--- config.mk ---
export PLATFORM = sky130hd
export DESIGN_NAME = hidden_cpu_host
export DESIGN_NICKNAME = d
export VERILOG_FILES = /design/src/rtl/hidden_cpu_host.sv
export SDC_FILE = /design/constraint.sdc
export NUM_CORES = 1
export LEC_CHECK = 0
export CAP_MARGIN = 20
export CORE_MARGIN = 2
export CORE_UTILIZATION = 65
export CTS_BUF_LIST = sky130_fd_sc_hd__clkbuf_4 sky130_fd_sc_hd__clkbuf_8
export DETAILED_ROUTE_END_ITERATION = 12
export PLACE_DENSITY = 0.95
export SYNTH_ARGS = -nofsm -noshare
export SYNTH_HDL_FRONTEND = slang
export SYNTH_SLANG_ARGS = --single-unit
--- constraint.sdc ---
create_clock -name clk -period 3.47 [get_ports clk]
set_input_delay 0.5205 -clock clk [delete_from_list [all_inputs] [get_ports clk]]
set_output_delay 0.5205 -clock clk [all_outputs]
set_load 0.05 [all_outputs]
--- src/rtl/hidden_cpu_host.sv ---
// hidden_cpu_host: buffers 6-bit instruction words, then drives them into a
// pin-level CPU as a slow software-generated clock. Each instruction gets one
// low phase and one high phase. On the last cycle of the high phase, the CPU
// output pins are sampled into result.
// Optional feature macro HIDDEN_CPU_HOST_CPURST_EN: when it is defined, every
// run starts with one full CPU clock that has CPU reset held high.
module hidden_cpu_host #(
  parameter int DEPTH = 16,
  parameter int HALF  = 2
) (
  input  logic       clk,
  input  logic       rst,
  input  logic       load_valid,
  input  logic [5:0] load_data,
  output logic       load_ready,
  input  logic       clear,
  input  logic       start,
  output logic       busy,
  output logic       done,
  output logic [7:0] cpu_io_in,
  input  logic [7:0] cpu_io_out,
  output logic [7:0] result,
  output logic       result_valid
);

  localparam int IW = $clog2(DEPTH);
  localparam int CW = IW + 1;
  localparam int PW = (HALF > 1) ? $clog2(HALF) : 1;

`ifdef HIDDEN_CPU_HOST_CPURST_EN
  typedef enum logic [2:0] {
    S_IDLE, S_CPURST_LO, S_CPURST_HI, S_ISSUE_LO, S_ISSUE_HI, S_FINISH
  } state_t;
`else
  typedef enum logic [1:0] {
    S_IDLE, S_ISSUE_LO, S_ISSUE_HI, S_FINISH
  } state_t;
`endif

  state_t         r_state, w_next;
  logic [5:0]     r_buf [DEPTH];
  logic [CW-1:0]  r_count;
  logic [IW-1:0]  r_index;
  logic [PW-1:0]  r_phase;
  logic [7:0]     r_result;
  logic           r_result_valid;

  logic           w_phase_last;
  logic           w_last_instr;
  logic           w_load;
  logic           w_start;
  logic           w_sample;

  assign w_phase_last = (r_phase == PW'(HALF - 1));
  assign w_last_instr = ({1'b0, r_index} == (r_count - CW'(1)));
  assign load_ready   = (r_state == S_IDLE) && (r_count < CW'(DEPTH));
  assign w_load       = load_valid && load_ready;
  // A clear in the same cycle wins. Launching a run on a buffer that is
  // being emptied would leave the index compare with nothing to match.
  assign w_start      = (r_state == S_IDLE) && start && !clear && (r_count != '0);
  assign w_sample     = (r_state == S_ISSUE_HI) && w_phase_last;

  assign busy         = (r_state != S_IDLE);
  assign done         = (r_state == S_FINISH);
  assign result       = r_result;
  assign result_valid = r_result_valid;

  // Next-state logic: phase states advance when their HALF-cycle dwell ends.
  always_comb begin
    w_next = r_state;
    case (r_state)
      S_IDLE: begin
        if (w_start) begin
`ifdef HIDDEN_CPU_HOST_CPURST_EN
          w_next = S_CPURST_LO;
`else
          w_next = S_ISSUE_LO;
`endif
        end
      end
`ifdef HIDDEN_CPU_HOST_CPURST_EN
      S_CPURST_LO: if (w_phase_last) w_next = S_CPURST_HI;
      S_CPURST_HI: if (w_phase_last) w_next = S_ISSUE_LO;
`endif
      S_ISSUE_LO:  if (w_phase_last) w_next = S_ISSUE_HI;
      S_ISSUE_HI:  if (w_phase_last) w_next = w_last_instr ? S_FINISH : S_ISSUE_LO;
      S_FINISH:    w_next = S_IDLE;
      default:     w_next = S_IDLE;
    endcase
  end

  // CPU pin drive is decoded from state only, so it is clean between edges.
  always_comb begin
    cpu_io_in = 8'h00;
    case (r_state)
`ifdef HIDDEN_CPU_HOST_CPURST_EN
      S_CPURST_LO: cpu_io_in = 8'h02;
      S_CPURST_HI: cpu_io_in = 8'h03;
`endif
      S_ISSUE_LO:  cpu_io_in = {r_buf[r_index], 2'b00};
      S_ISSUE_HI:  cpu_io_in = {r_buf[r_index], 2'b01};
      default:     cpu_io_in = 8'h00;
    endcase
  end

  // State register. The phase counter restarts on every state change.
  always_ff @(posedge clk) begin
    if (rst) begin
      r_state <= S_IDLE;
      r_phase <= '0;
    end else begin
      r_state <= w_next;
      if (w_next != r_state || r_state == S_IDLE) r_phase <= '0;
      else                                        r_phase <= r_phase + PW'(1);
    end
  end

  // Buffer fill level and the run's instruction index.
  always_ff @(posedge clk) begin
    if (rst) begin
      r_count <= '0;
      r_index <= '0;
    end else begin
      if (r_state == S_IDLE) begin
        if (clear)       r_count <= '0;
        else if (w_load) r_count <= r_count + CW'(1);
      end
      if (w_start)                       r_index <= '0;
      else if (w_sample && !w_last_instr) r_index <= r_index + IW'(1);
    end
  end

  // Buffer storage. Validity is tracked by r_count, so the storage has no reset.
  always_ff @(posedge clk) begin
    if (w_load && !clear) r_buf[r_count[IW-1:0]] <= load_data;
  end

  // Capture the CPU pins at the end of each high phase, and pulse valid once.
  always_ff @(posedge clk) begin
    if (rst) begin
      r_result       <= 8'h00;
      r_result_valid <= 1'b0;
    end else begin
      r_result_valid <= w_sample;
      if (w_sample) r_result <= cpu_io_out;
    end
  end

endmodule

=== Yosys cells after proc, flatten, opt, wreduce, memory -nomap -nowiden ===
Memories as Yosys holds them, arrays and structs flattened. A register that Yosys moved wholly into a read port is not among the register bits.
Index checks and enable logic that the tools add are counted.

* Flip-flop bits (word level): 21
* Logic and storage cells: 47
* Memories: 1
* RAM bits: 96
* Output and inout port bits: 20

* Reductions and logical operators: 18
* Add/subtract/negate cells: 4
* Order comparisons: 1
* Equal/unequal tests: 5
* Multiplexer cells: 12

{| class="wikitable"
|+ Memories
! memory !! depth !! width !! read ports !! clocked after memory_dff !! wr ports !! RTL line !! source
|-
| r_buf || 16 || 6 || 1 || 1 || 1 || 41 || <nowiki>logic [5:0] r_buf [DEPTH];</nowiki>
|}

{| class="wikitable"
|+ Operators with widths
! kind !! number
|-
| $pmux 8 s2 || 1
|-
| $mux 5 || 2
|-
| $logic_and 1x1->1 || 8
|-
| $mux 2 || 4
|-
| $mux 4 || 2
|-
| $pmux 2 s4 || 1
|-
| $add 5x1->5 const B || 1
|-
| $eq 4x5->1 || 1
|-
| $lt 5x5->1 const B || 1
|-
| $reduce_bool 5->1 || 1
|-
| $sub 5x1->5 const B || 1
|-
| $add 4x1->4 const B || 1
|-
| $eq 2x2->1 const B || 2
|-
| $reduce_bool 2->1 || 2
|-
| $reduce_or 2->1 || 2
|-
| $eq 2x1->1 const B || 1
|-
| $logic_not 1->1 || 2
|-
| $logic_not 2->1 || 1
|-
| $mux 1 || 2
|-
| $ne 2x2->1 || 1
|-
| $reduce_and 2->1 || 1
|-
| $add 1x1->1 const B || 1
|-
| $logic_or 1x1->1 || 1
|}

=== Longest topological paths before layout ===
* Depth in word-level cells: 9
* Gate-level depth with buffers: 8
* Gate-level depth less buffers: 7

=== Worst setup path after synthesis ===
OpenSTA, ideal clock, no wires.

* Path kind: reg-to-reg
* From: register r_state[1]
* To: memory r_buf[0][0] (enable)
* Data arrival time: 2.509 ns
* Setup time: 0.350 ns
* Stages on the path, launching flop included: 9
* Period minus slack after synthesis: 2.859 ns
* Required time: 3.120 ns
* Buffers on the path: 1
* Slack: 0.611 ns
* Cell sequence: dfxtp_1 -> inv_1 -> ha_1 -> inv_1 -> nor2_1 -> and3_1 -> clkbuf_1 -> nand2_1 -> nor2_1

* Word-level cells in the longest chain between the ends: 6

{| class="wikitable"
|+ Ends and longest elaborated chain
! element !! RTL line !! source
|-
| start, declared || 40 || <nowiki>state_t r_state, w_next;</nowiki>
|-
| start signal, assigned || 112 || <nowiki>r_state <= w_next;</nowiki>
|-
| $logic_not 2->1 || 56 || <nowiki>assign load_ready = (r_state == S_IDLE) && (r_count < CW'(DEPTH));</nowiki>
|-
| $logic_and 1x1->1 || 56 ||
|-
| net load_ready || 15 || <nowiki>output logic load_ready,</nowiki>
|-
| $logic_and 1x1->1 || 57 || <nowiki>assign w_load = load_valid && load_ready;</nowiki>
|-
| $logic_and 1x1->1 || 135 || <nowiki>if (w_load && !clear) r_buf[r_count[IW-1:0]] <= load_data;</nowiki>
|-
| $mux 1 || 135 ||
|-
| $mux 1 (not written as such) || 135 ||
|-
| end, declared || 41 ||
|}

The timed path passes the listed nets, and every way through them passes these cells.

==> reports/metrics.cfg <==
[placement]
port_buffers = 37
post-place-ws_ns = 0.7776
routabilityCongestion = 0.7957
dp_hpwl_um = 6405
placed_cells = 425

[floorplan]
num_rows = 31
start_util_pct = 67.60
die_w_um = 91.09
die_area_um2 = 8296
core_um2 = 7292
die_y_um = 91.09
boundaryPins = 39

[global_routing]
track_usage_pct = 28.35
overflow = 0
grt_pass1_wl_um = 16750
grt_pass1_vias = 2850
antenna_found_initial = 0
grt_max_degree = 25

[setup_path]
critPathKind = register to output pin
cp.arrival_ns = 2.63
critPathRequiredTime_ns = 2.95
path_max_fanout = 24
crit_path_end_kind = output pin
start_kind = register

[clock_network]
cts_hold_buf = 0
clock_path_buffers = 2
htree_levels = 4
post_cts_buffers = 0
clkTransAtPathRegs_ns = 0.07
cts_buffers = 17
clk_root_buffer_cell = clkbuf_8
cts.sinks = 121
cts_resized = 0
tritoncts = done
clock_latency_ns = 0.42

[yosys]
postSynthAreaPerCell_um2 = 16.49
synthCells = 299
yosysWarnings = 0
synth_nets = 328
ys_ff_latch = 121
syn_area_um2 = 4930
synth-seq-area-share_pct = 68.63
synth.distinct_cells = 37

[pwr]
power.internal_mw = 2.365
powerDensity_nw_per_um2 = 533.7
peakVddDrop_v = 0.0003133
seqPwrFrac_pct = 51.7
p_comb_share_pct = 6.4
pwr-share-clk_pct = 41.9
p_leak_nw = 1.909
total_power_mw = 3.082
switching_share_pct = 23.27
switchingPower_mw = 0.7172

[layout]
areaGrowthSynthToFinish_pct = 17.16
drive_gt1_share_pct = 20.39
post-route-util_pct = 79.20
register_area_um2 = 3383
final_net_count = 374
multiInputGateArea_um2 = 1451
fillers = 402
insertedDiodeCount = 0
fin_cells = 457

[timing]
fin_skew_ns = 0.009352
post-route-min-period_ns = 3.147
max_slew_margin_pct = 47.47
drv_slew = 0
worst_slack_ns = 0.3228
max_slew.worst_pin.slew_ns = 0.7851
fmax_mhz = 317.7
finalCritPeriodShare_pct = 90.70
hold_viol = 0
fin_tns_setup_ns = 0
rsz0062_at_grt = no
finalSetupViolCount = 0

[job]
cap_viol_max_count = 0

[drt]
vias = 2845
dr.pass1.iters = 5
drc = 0
initialDrtViolationCount = 308
totalWireLength_um = 10710
viasPerCell = 6.225
final_antenna_net_count = 0
wl_per_cell_um = 23.42

[run_status]
outcome = finished, final reports clean

[worst_hold_path]
hold_class = register to register

## final timing paths
kind	from	to	slack, ns	depth (start not counted)
max	register	cpu_io_in[2]	0.32	5
min	result[1]$_SDFFE_PP0P_	result[1]$_SDFFE_PP0P_	0.46	2
max reg2reg	r_state[1]$_SDFF_PP0_	r_buf[2][2]$_DFFE_PP_	1.01	7
min reg2reg	result[1]$_SDFFE_PP0P_	result[1]$_SDFFE_PP0P_	0.46	2
## power groups by stage
| stage | registers (mW) | clock network (mW) | logic, mW |
|---|---|---|---|
| floorplan | 1.62 | 0 | 0.120 |
| global placement | 1.62 | 0 | 0.186 |
| detailed placement | 1.62 | 0 | 0.192 |
| CTS | 1.59 | 1.30 | 0.196 |
| global route | 1.59 | 1.36 | 0.215 |
| finish | 1.59 | 1.29 | 0.198 |
## sequential cells by signal, summed over array words and instances (netlist names), named ones only
name	flops
result_valid	1
r_buf	96
result	8
r_count	5
r_state	2
r_index	4
r_phase	1
## critical path, stage by stage (launching register included)
cell,delay [ns]
dfxtp_1,0.31
buf_4,0.41
mux4_2,0.60
mux4_2,0.52
nor2b_1,0.16
buf_4,0.19
## routing by layer
metal / wire length (µm) / global-route usage, % / vias to the layer above / share of wire (%)
met5: 0 / 0 / - / 0
met2: 5484 / 46.42 / 192 / 51
met1: 4120 / 37.96 / 1397 / 38
met4: 174 / 8.460 / 0 / 1.6
li1: - / - / 1235 / -
met3: 926 / 7.469 / 21 / 8.7
## synthesized netlist by cell type
library cell / n / area share, %
o21ba_2: 1 / 0.20
mux4_2: 30 / 14
and2_1: 3 / 0.38
buf_2: 1 / 0.10
or4b_1: 1 / 0.20
a31oi_1: 1 / 0.13
conb_1: 1 / 0.076
inv_1: 8 / 0.61
o21ai_0: 3 / 0.30
nand4_1: 2 / 0.25
a21oi_1: 13 / 1.3
a311oi_1: 1 / 0.18
a2111o_1: 1 / 0.23
or2_2: 1 / 0.13
nor2_1: 24 / 1.8
nor3_1: 2 / 0.20
clkbuf_1: 6 / 0.46
xor2_1: 6 / 1.1
a41oi_1: 2 / 0.36
dfxtp_1: 25 / 10
a21o_1: 2 / 0.30
o22ai_1: 2 / 0.25
ha_1: 10 / 2.5
buf_4: 4 / 0.61
nor2b_1: 7 / 0.89
nand2_1: 29 / 2.2
buf_1: 2 / 0.15
xnor2_1: 1 / 0.18
a31oi_4: 1 / 0.43
a211oi_1: 1 / 0.15
o21a_1: 1 / 0.15
nand4b_1: 1 / 0.18
nand2b_1: 4 / 0.51
xor3_1: 1 / 0.48
nand3_1: 1 / 0.10
and3_1: 4 / 0.51
edfxtp_1: 96 / 58
## cell usage in the layout, fill, tap and decap left out, types with 7 or more instances in the layout
master,n
mux4_2,30
edfxtp_1,96
clkbuf_8,17
dfxtp_1,25
buf_4,9
nand2_1,29
ha_1,10
inv_1,8
nor2b_1,7
nor2_1,24
clkdlybuf4s50_1,31
a21oi_1,13
## through the flow
| step | hold WS (ns) | instance area [µm²] |
|---|---|---|
| 2_1_floorplan | 0.4585 | 4930 |
| 3_3_place_gp | 0.4413 | 5366 |
| 3_5_place_dp | 0.4534 | 5366 |
| 4_1_cts | 0.4621 | 5776 |
| 5_1_grt | 0.4812 | 5776 |
| 6_report | 0.4593 | 5776 |
## layout make-up
type	instances	share of cell area, %
sequential	121	58.58
multi-input combinational	157	25.13
timing repair buffer	40	6.542
clock buffer	17	4.051
clock inverter	15	3.033
tap	99	2.145
inverter	8	0.5199
## kinds of logic (layout without fill, tap and decap cells)
kind of cell / Yosys count / count (layout) / share of synthesized area (%)
buffers and inverters: 21 / 80 / 1.929
adders and majority gates: 10 / 10 / 2.538
and+or+nand+nor: 79 / 79 / 7.386
other: 1 / 1 / 0.07607
xor gates and xnor gates: 8 / 8 / 1.726
DFF: 121 / 121 / 68.63
AOI/OAI and AO/OA: 29 / 29 / 4.010
muxes: 30 / 30 / 13.71
Note: power is estimated with default switching activity, not from simulation.
